[src/rtl/pattern_encoder.sv]
// Row-major sparse pattern to packed variable-length code stream encoder.
// Optional input order checking: define PATTERN_ENCODER_ORDER_CHECK_EN.
module pattern_encoder #(
    parameter int INDEX_WIDTH = 32,
    parameter int ADDR_WIDTH  = 48,
    parameter int DATA_WIDTH  = 64
) (
    input  logic                   clk,
    input  logic                   rst,
    input  logic                   start,
    input  logic [ADDR_WIDTH-1:0]  start_addr,
    input  logic                   index_push,
    input  logic [INDEX_WIDTH-1:0] row,
    input  logic [INDEX_WIDTH-1:0] col,
    output logic                   index_stall,
    input  logic                   finish,
    output logic                   wr_req,
    input  logic                   wr_stall,
    output logic [ADDR_WIDTH-1:0]  wr_addr,
    output logic [DATA_WIDTH-1:0]  wr_data,
    output logic                   done,
`ifdef PATTERN_ENCODER_ORDER_CHECK_EN
    output logic                   error,
`endif
    output logic [ADDR_WIDTH-1:0]  word_count
);

    localparam int VW = INDEX_WIDTH + 1;
    localparam int LW = $clog2(VW + 1);
    localparam int BW = 2 * DATA_WIDTH;
    localparam int FW = $clog2(BW + 1);
    localparam int SH = $clog2(DATA_WIDTH / 8);

    typedef enum logic [2:0] {
        S_IDLE, S_RUN, S_COL2, S_FLUSH, S_DONE
    } state_t;

    state_t state_q, state_d;

    logic [BW-1:0]          buf_q, buf_d;
    logic [FW-1:0]          fill_q, fill_d;
    logic [INDEX_WIDTH-1:0] prow_q, prow_d;
    logic [VW-1:0]          pcol_q, pcol_d;
    logic [VW-1:0]          pend_q, pend_d;
    logic                   fin_q, fin_d;
    logic                   end_q, end_d;
    logic [ADDR_WIDTH-1:0]  base_q, base_d;
    logic [ADDR_WIDTH-1:0]  cnt_q, cnt_d;
    logic                   wr_req_q, wr_req_d;
    logic [ADDR_WIDTH-1:0]  wr_addr_q, wr_addr_d;
    logic [DATA_WIDTH-1:0]  wr_data_q, wr_data_d;

    logic          room, accept, row_up, bad;
    logic          emit_full, emit_part, emit;
    logic [VW-1:0] row_val, col_val, col_first;
    logic          app, app_t;
    logic [VW-1:0] app_v;

    function automatic logic [LW-1:0] bitlen(input logic [VW-1:0] v);
        logic [LW-1:0] n;
        n = '0;
        for (int i = 0; i < VW; i++)
            if (v[i]) n = LW'(i + 1);
        return n;
    endfunction

    // Code layout LSB-first: type, W, then exactly W value bits.
    function automatic logic [BW-1:0] mkcode(input logic t,
                                             input logic [VW-1:0] v);
        logic [BW-1:0] c;
        c = '0;
        c[0] = t;
        c[LW:1] = bitlen(v);
        c[LW+VW:LW+1] = v;
        return c;
    endfunction

    function automatic logic [FW-1:0] codelen(input logic [VW-1:0] v);
        return FW'(LW + 1) + FW'(bitlen(v));
    endfunction

    assign room      = fill_q < FW'(DATA_WIDTH);
    assign accept    = (state_q == S_RUN) && room && index_push;
    assign row_up    = row > prow_q;
    assign row_val   = {1'b0, row} - {1'b0, prow_q};
    assign col_val   = {1'b0, col} - pcol_q;
    assign col_first = {1'b0, col} + VW'(1);
    assign emit_full = !room;
    // The trailing partial word only goes out once the end code is in.
    assign emit_part = (state_q == S_FLUSH) && end_q
                    && (fill_q != '0) && room;
    assign emit      = (emit_full || emit_part) && !wr_stall;

`ifdef PATTERN_ENCODER_ORDER_CHECK_EN
    // prev_col starts at -1, so the column test is a signed compare.
    assign bad = (row < prow_q)
              || ((row == prow_q)
                  && ($signed({1'b0, col}) <= $signed(pcol_q)));

    logic err_q;

    // Sticky order error, cleared when a new stream begins.
    always_ff @(posedge clk or posedge rst) begin
        if (rst)
            err_q <= 1'b0;
        else if (state_q == S_IDLE && start)
            err_q <= 1'b0;
        else if (accept && bad)
            err_q <= 1'b1;
    end

    assign error = err_q;
`else
    assign bad = 1'b0;
`endif

    // State register.
    always_ff @(posedge clk or posedge rst) begin
        if (rst) state_q <= S_IDLE;
        else     state_q <= state_d;
    end

    // Next-state logic; a finish arriving with a row change waits for COL2.
    always_comb begin
        state_d = state_q;
        unique case (state_q)
            S_IDLE:  if (start) state_d = S_RUN;
            S_RUN: begin
                if (accept && !bad && row_up) state_d = S_COL2;
                else if (finish)              state_d = S_FLUSH;
            end
            S_COL2:  if (room) state_d = fin_q ? S_FLUSH : S_RUN;
            S_FLUSH: if (end_q && fill_q == '0) state_d = S_DONE;
            S_DONE:  state_d = S_IDLE;
            default: state_d = S_IDLE;
        endcase
    end

    // Outputs decoded from state; nothing is accepted while in reset.
    always_comb begin
        index_stall = !rst && !((state_q == S_RUN) && room);
        done        = (state_q == S_DONE);
    end

    // Datapath: choose the code to append, or emit a word.
    always_comb begin
        buf_d     = buf_q;
        fill_d    = fill_q;
        prow_d    = prow_q;
        pcol_d    = pcol_q;
        pend_d    = pend_q;
        fin_d     = fin_q;
        end_d     = end_q;
        base_d    = base_q;
        cnt_d     = cnt_q;
        wr_req_d  = 1'b0;
        wr_addr_d = wr_addr_q;
        wr_data_d = wr_data_q;
        app       = 1'b0;
        app_t     = 1'b0;
        app_v     = '0;
        unique case (state_q)
            S_IDLE: begin
                if (start) begin
                    buf_d  = '0;
                    fill_d = '0;
                    prow_d = '0;
                    pcol_d = '1;
                    fin_d  = 1'b0;
                    end_d  = 1'b0;
                    base_d = start_addr;
                    cnt_d  = '0;
                end
            end
            S_RUN: begin
                if (accept && !bad) begin
                    prow_d = row;
                    pcol_d = {1'b0, col};
                    app    = 1'b1;
                    if (row_up) begin
                        app_t  = 1'b1;
                        app_v  = row_val;
                        pend_d = col_first;
                        fin_d  = finish;
                    end else begin
                        app_v = col_val;
                    end
                end
            end
            S_COL2: begin
                if (room) begin
                    app   = 1'b1;
                    app_v = pend_q;
                end
            end
            S_FLUSH: begin
                if (!end_q && room) begin
                    app   = 1'b1;
                    app_t = 1'b1;
                    end_d = 1'b1;
                end
            end
            default: ;
        endcase
        if (app) begin
            buf_d  = buf_q | (mkcode(app_t, app_v) << fill_q);
            fill_d = fill_q + codelen(app_v);
        end
        if (emit) begin
            wr_req_d  = 1'b1;
            wr_data_d = buf_q[DATA_WIDTH-1:0];
            wr_addr_d = base_q + (cnt_q << SH);
            buf_d     = buf_q >> DATA_WIDTH;
            fill_d    = emit_full ? fill_q - FW'(DATA_WIDTH) : '0;
            cnt_d     = cnt_q + ADDR_WIDTH'(1);
        end
    end

    // Datapath registers; reset aborts any stream in flight.
    always_ff @(posedge clk or posedge rst) begin
        if (rst) begin
            buf_q     <= '0;
            fill_q    <= '0;
            prow_q    <= '0;
            pcol_q    <= '1;
            pend_q    <= '0;
            fin_q     <= 1'b0;
            end_q     <= 1'b0;
            base_q    <= '0;
            cnt_q     <= '0;
            wr_req_q  <= 1'b0;
            wr_addr_q <= '0;
            wr_data_q <= '0;
        end else begin
            buf_q     <= buf_d;
            fill_q    <= fill_d;
            prow_q    <= prow_d;
            pcol_q    <= pcol_d;
            pend_q    <= pend_d;
            fin_q     <= fin_d;
            end_q     <= end_d;
            base_q    <= base_d;
            cnt_q     <= cnt_d;
            wr_req_q  <= wr_req_d;
            wr_addr_q <= wr_addr_d;
            wr_data_q <= wr_data_d;
        end
    end

    assign wr_req     = wr_req_q;
    assign wr_addr    = wr_addr_q;
    assign wr_data    = wr_data_q;
    assign word_count = cnt_q;

endmodule

[config.mk]
export PLATFORM = sky130hd
export DESIGN_NAME = pattern_encoder
export DESIGN_NICKNAME = d
export VERILOG_FILES = /design/src/rtl/pattern_encoder.sv
export SDC_FILE = /design/constraint.sdc
export NUM_CORES = 2
export LEC_CHECK = 0
export CAP_MARGIN = 10
export CORE_MARGIN = 2
export CORE_UTILIZATION = 46
export DETAILED_ROUTE_END_ITERATION = 8
export DONT_BUFFER_PORTS = 1
export MAX_ROUTING_LAYER = met4
export PLACE_DENSITY = 0.63
export SYNTH_ARGS = -nofsm -noshare
export SYNTH_HDL_FRONTEND = slang
export SYNTH_SLANG_ARGS = --single-unit
[constraint.sdc]
create_clock -name clk -period 14.1 [get_ports clk]
set_input_delay 2.82 -clock clk [delete_from_list [all_inputs] [get_ports clk]]
set_output_delay 2.82 -clock clk [all_outputs]
set_load 0.05 [all_outputs]
==> results_dict.tcl <==
set metrics [dict create \
    outcome "finished, final reports clean" \
    die-area_mm2 0.0628 \
    timing.final.crit_period_ns 7.95 \
    cts_buffer_depth 3 \
    regArea_mm2 0.0113 \
    grt_overflow 0 \
    tritoncts "built" \
    post-dp-hpwl_um 69100 \
    yosysUniqueCellTypes 110 \
    setup_viol 0 \
    initial_utilization_pct 46.5 \
    r2r_slack_ns 7.79 \
    grt_max_degree 223 \
    layout_setup_ws_ns 6.15 \
    cts_max_level 2 \
    antennaDiodeCount 0 \
    ir_drop_v 0.000155 \
    drtAntennaViolNets 0 \
    hold_viol 0 \
    rows 90 \
    drtPass1Iterations 7 \
    track_usage_pct 30.7 \
    endpoint_kind "flop" \
    drcViolationCount 0 \
    cts.clk_slew.worst_paths_ns 0.06 \
    layout_common_cells "660 x nand2_1, 415 x dfrtp_1, 245 x o21ai_0, 226 x nor2_1, 162 x a21oi_1" \
    setup_tns_ns 0 \
    leakage_uw 0.0142 \
    final_util_pct 50.5 \
    syn_area_per_cell_um2 8.57 \
    hold_ws_ns 0.468 \
    wl_per_cell_um 23.7 \
    multiInputGateArea_mm2 0.0157 \
    final_nets 3427 \
    fillerInstances 5740 \
    globalplace.congestion 0.983 \
    port_buffers 0 \
    reg2reg_depth 19 \
    cts_hold_buf 0 \
    use_met1_pct 40.9 \
    required_ns 14.58 \
    syn_area_mm2 0.0280 \
    ys_ff_latch 448 \
    clk_latency_ns 0.63 \
    worstMarginPinSlew_ns 1.24 \
    critPathLaunchType "primary input" \
    die-width_um 251 \
    r2r-start "state_q[1]" \
    worst_clock_skew_ns 0.0212 \
    use_met2_pct 47.5 \
    synth_cells 3265 \
    viasPerCell 6.20 \
    synthFlopType "dfrtp_1" \
    fin_crit_sh_pct 56.4 \
    crit_fanout 17 \
    antenna_found_initial 0 \
    cts_root_buf "clkbuf_16" \
    p_per_area_mw_per_mm2 285 \
    post-place-ws_ns 5.62 \
    coreArea_mm2 0.0602 \
    busiest_layer "met2" \
    critPathKind "in -> reg" \
    slew_violations 0 \
    yosysSeqAreaShare_pct 40.2 \
    drive_gt1_share_pct 7.53 \
    grt_pass1_vias 23800 \
    synth_nets 3509 \
    synthArstFlopShare_pct 100 \
    drtIter0Drc 2501 \
    yosysWarnings 0 \
    max_clock_freq_mhz 126 \
    post_cts_buffers 0 \
    drt-total-wl_um 94800 \
    area_growth_pct 8.78 \
    num_vias 24800 \
    grt_pass1_wl_um 147000 \
    max_cap_violations 0 \
    die_h_um 251 \
    rsz0062_at_grt "no" \
    worstReg2RegEnd "fill_q[6]" \
    layout_commonest_cell "nand2_1" \
    cp.arrival_ns 8.43 \
    cts.sinks 448 \
    crit_start "row[15]" \
    slew_headroom_pct 17.3 \
    grtUsageMet3_pct 4.23 \
    worstSetupEndpoint "fill_q[6]" \
    hold_path_class "reg -> reg" \
    synth_edf_count 0 \
    cts_made_buffers 51 \
    ioPinCount 281 \
    cts_resized 0 \
]
-- cells in the mapped netlist (all sizes together) (59+ instances only) --
cell type  instances  area, um^2
a21oi            164         828
and3              74         463
clkbuf           128         480
dfrtp            415       10400
ha               122        1530
inv              111         417
mux2i             77         771
nand2            662        2490
nand3             94         480
nor2             229         875
o21ai            271        1360
o31ai             59         453
xor2              70         613
-- metrics by stage --
step,cells,instance area (um^2),power (uW)
after floorplan,3265,28000,5750
after global placement,3912,28700,7110
after detailed placement,3912,28700,7160
after CTS,4007,30400,8620
after global routing,4007,30400,9200
final,4007,30400,8670
-- worst min path at each step --
stage | from | to | slack (ns) | cells after the start
6_report | buf_q[8] | wr_data[8] | 0.47 | 2
5_1_grt | base_q[0] | base_q[0] | 0.50 | 2
4_1_cts | buf_q[8] | wr_data[8] | 0.46 | 2
3_5_place_dp | buf_q[8] | wr_data[8] | 0.45 | 2
3_3_place_gp | buf_q[8] | wr_data[8] | 0.45 | 2
2_1_floorplan | buf_q[17] | wr_data[17] | 0.43 | 2
-- state kept, by name (all words and copies together) (netlist names), 3 cells and up --
register    cells
buf_q         128
wr_data        64
base_q         48
word_count     48
wr_addr        48
pcol_q         33
pend_q         33
prow_q         32
fill_q          8
state_q         3
-- where the power goes --
| group | switching, uW | total (uW) | internal (uW) |
|---|---|---|---|
| Combinational | 3070 | 4670 | 1600 |
| Sequential | 811 | 2570 | 1760 |
| Clock | 573 | 1430 | 857 |
| Total | 4460 | 8670 | 4210 |
-- per-layer routing --
layer | vias up | share of wire, %
met5 | - | 0
met2 | 924 | 46
met4 | 0 | 4.4
li1 | 11500 | -
met1 | 12200 | 44
met3 | 220 | 5.7
-- kinds of logic (layout without fill, tap and decap cells) --
logic type / count (synthesis) / in the layout / share of synthesized area (%)
fa+ha+maj: 126 / 126 / 5.74
buf+inv: 284 / 244 / 3.89
flops: 448 / 448 / 40.2
mux: 106 / 106 / 4.28
xor+xnor: 121 / 121 / 3.79
compound gates: 913 / 913 / 21.8
simple gates: 1267 / 1267 / 20.3
-- worst max-delay path, cell delays in order --
cell and delay, ns:
ha_1 0.36, nand4_1 0.19, or3_1 0.43, or4_4 0.58, o211ai_2 0.08, buf_4 0.30, nand2_1 0.38, nor3_1 0.96
o211ai_1 0.21, and3_1 0.25, o211a_1 0.23, nor2_1 0.22, ha_1 0.18, inv_1 0.04, ha_1 0.18, a21o_1 0.18
a21o_1 0.19, a21o_1 0.18, a21oi_1 0.16, xor2_1 0.18, o21ai_0 0.11
-- area by class of cell --
type / instances / area share (%)
clock buffers: 77 / 4.88
clock inverters: 18 / 1.01
inverters: 114 / 1.43
multi-input cells: 2533 / 51.6
flip-flops and latches: 448 / 37.0
well taps: 782 / 3.21
repair buffers: 35 / 0.945
Note: power is estimated with default switching activity, not from simulation.
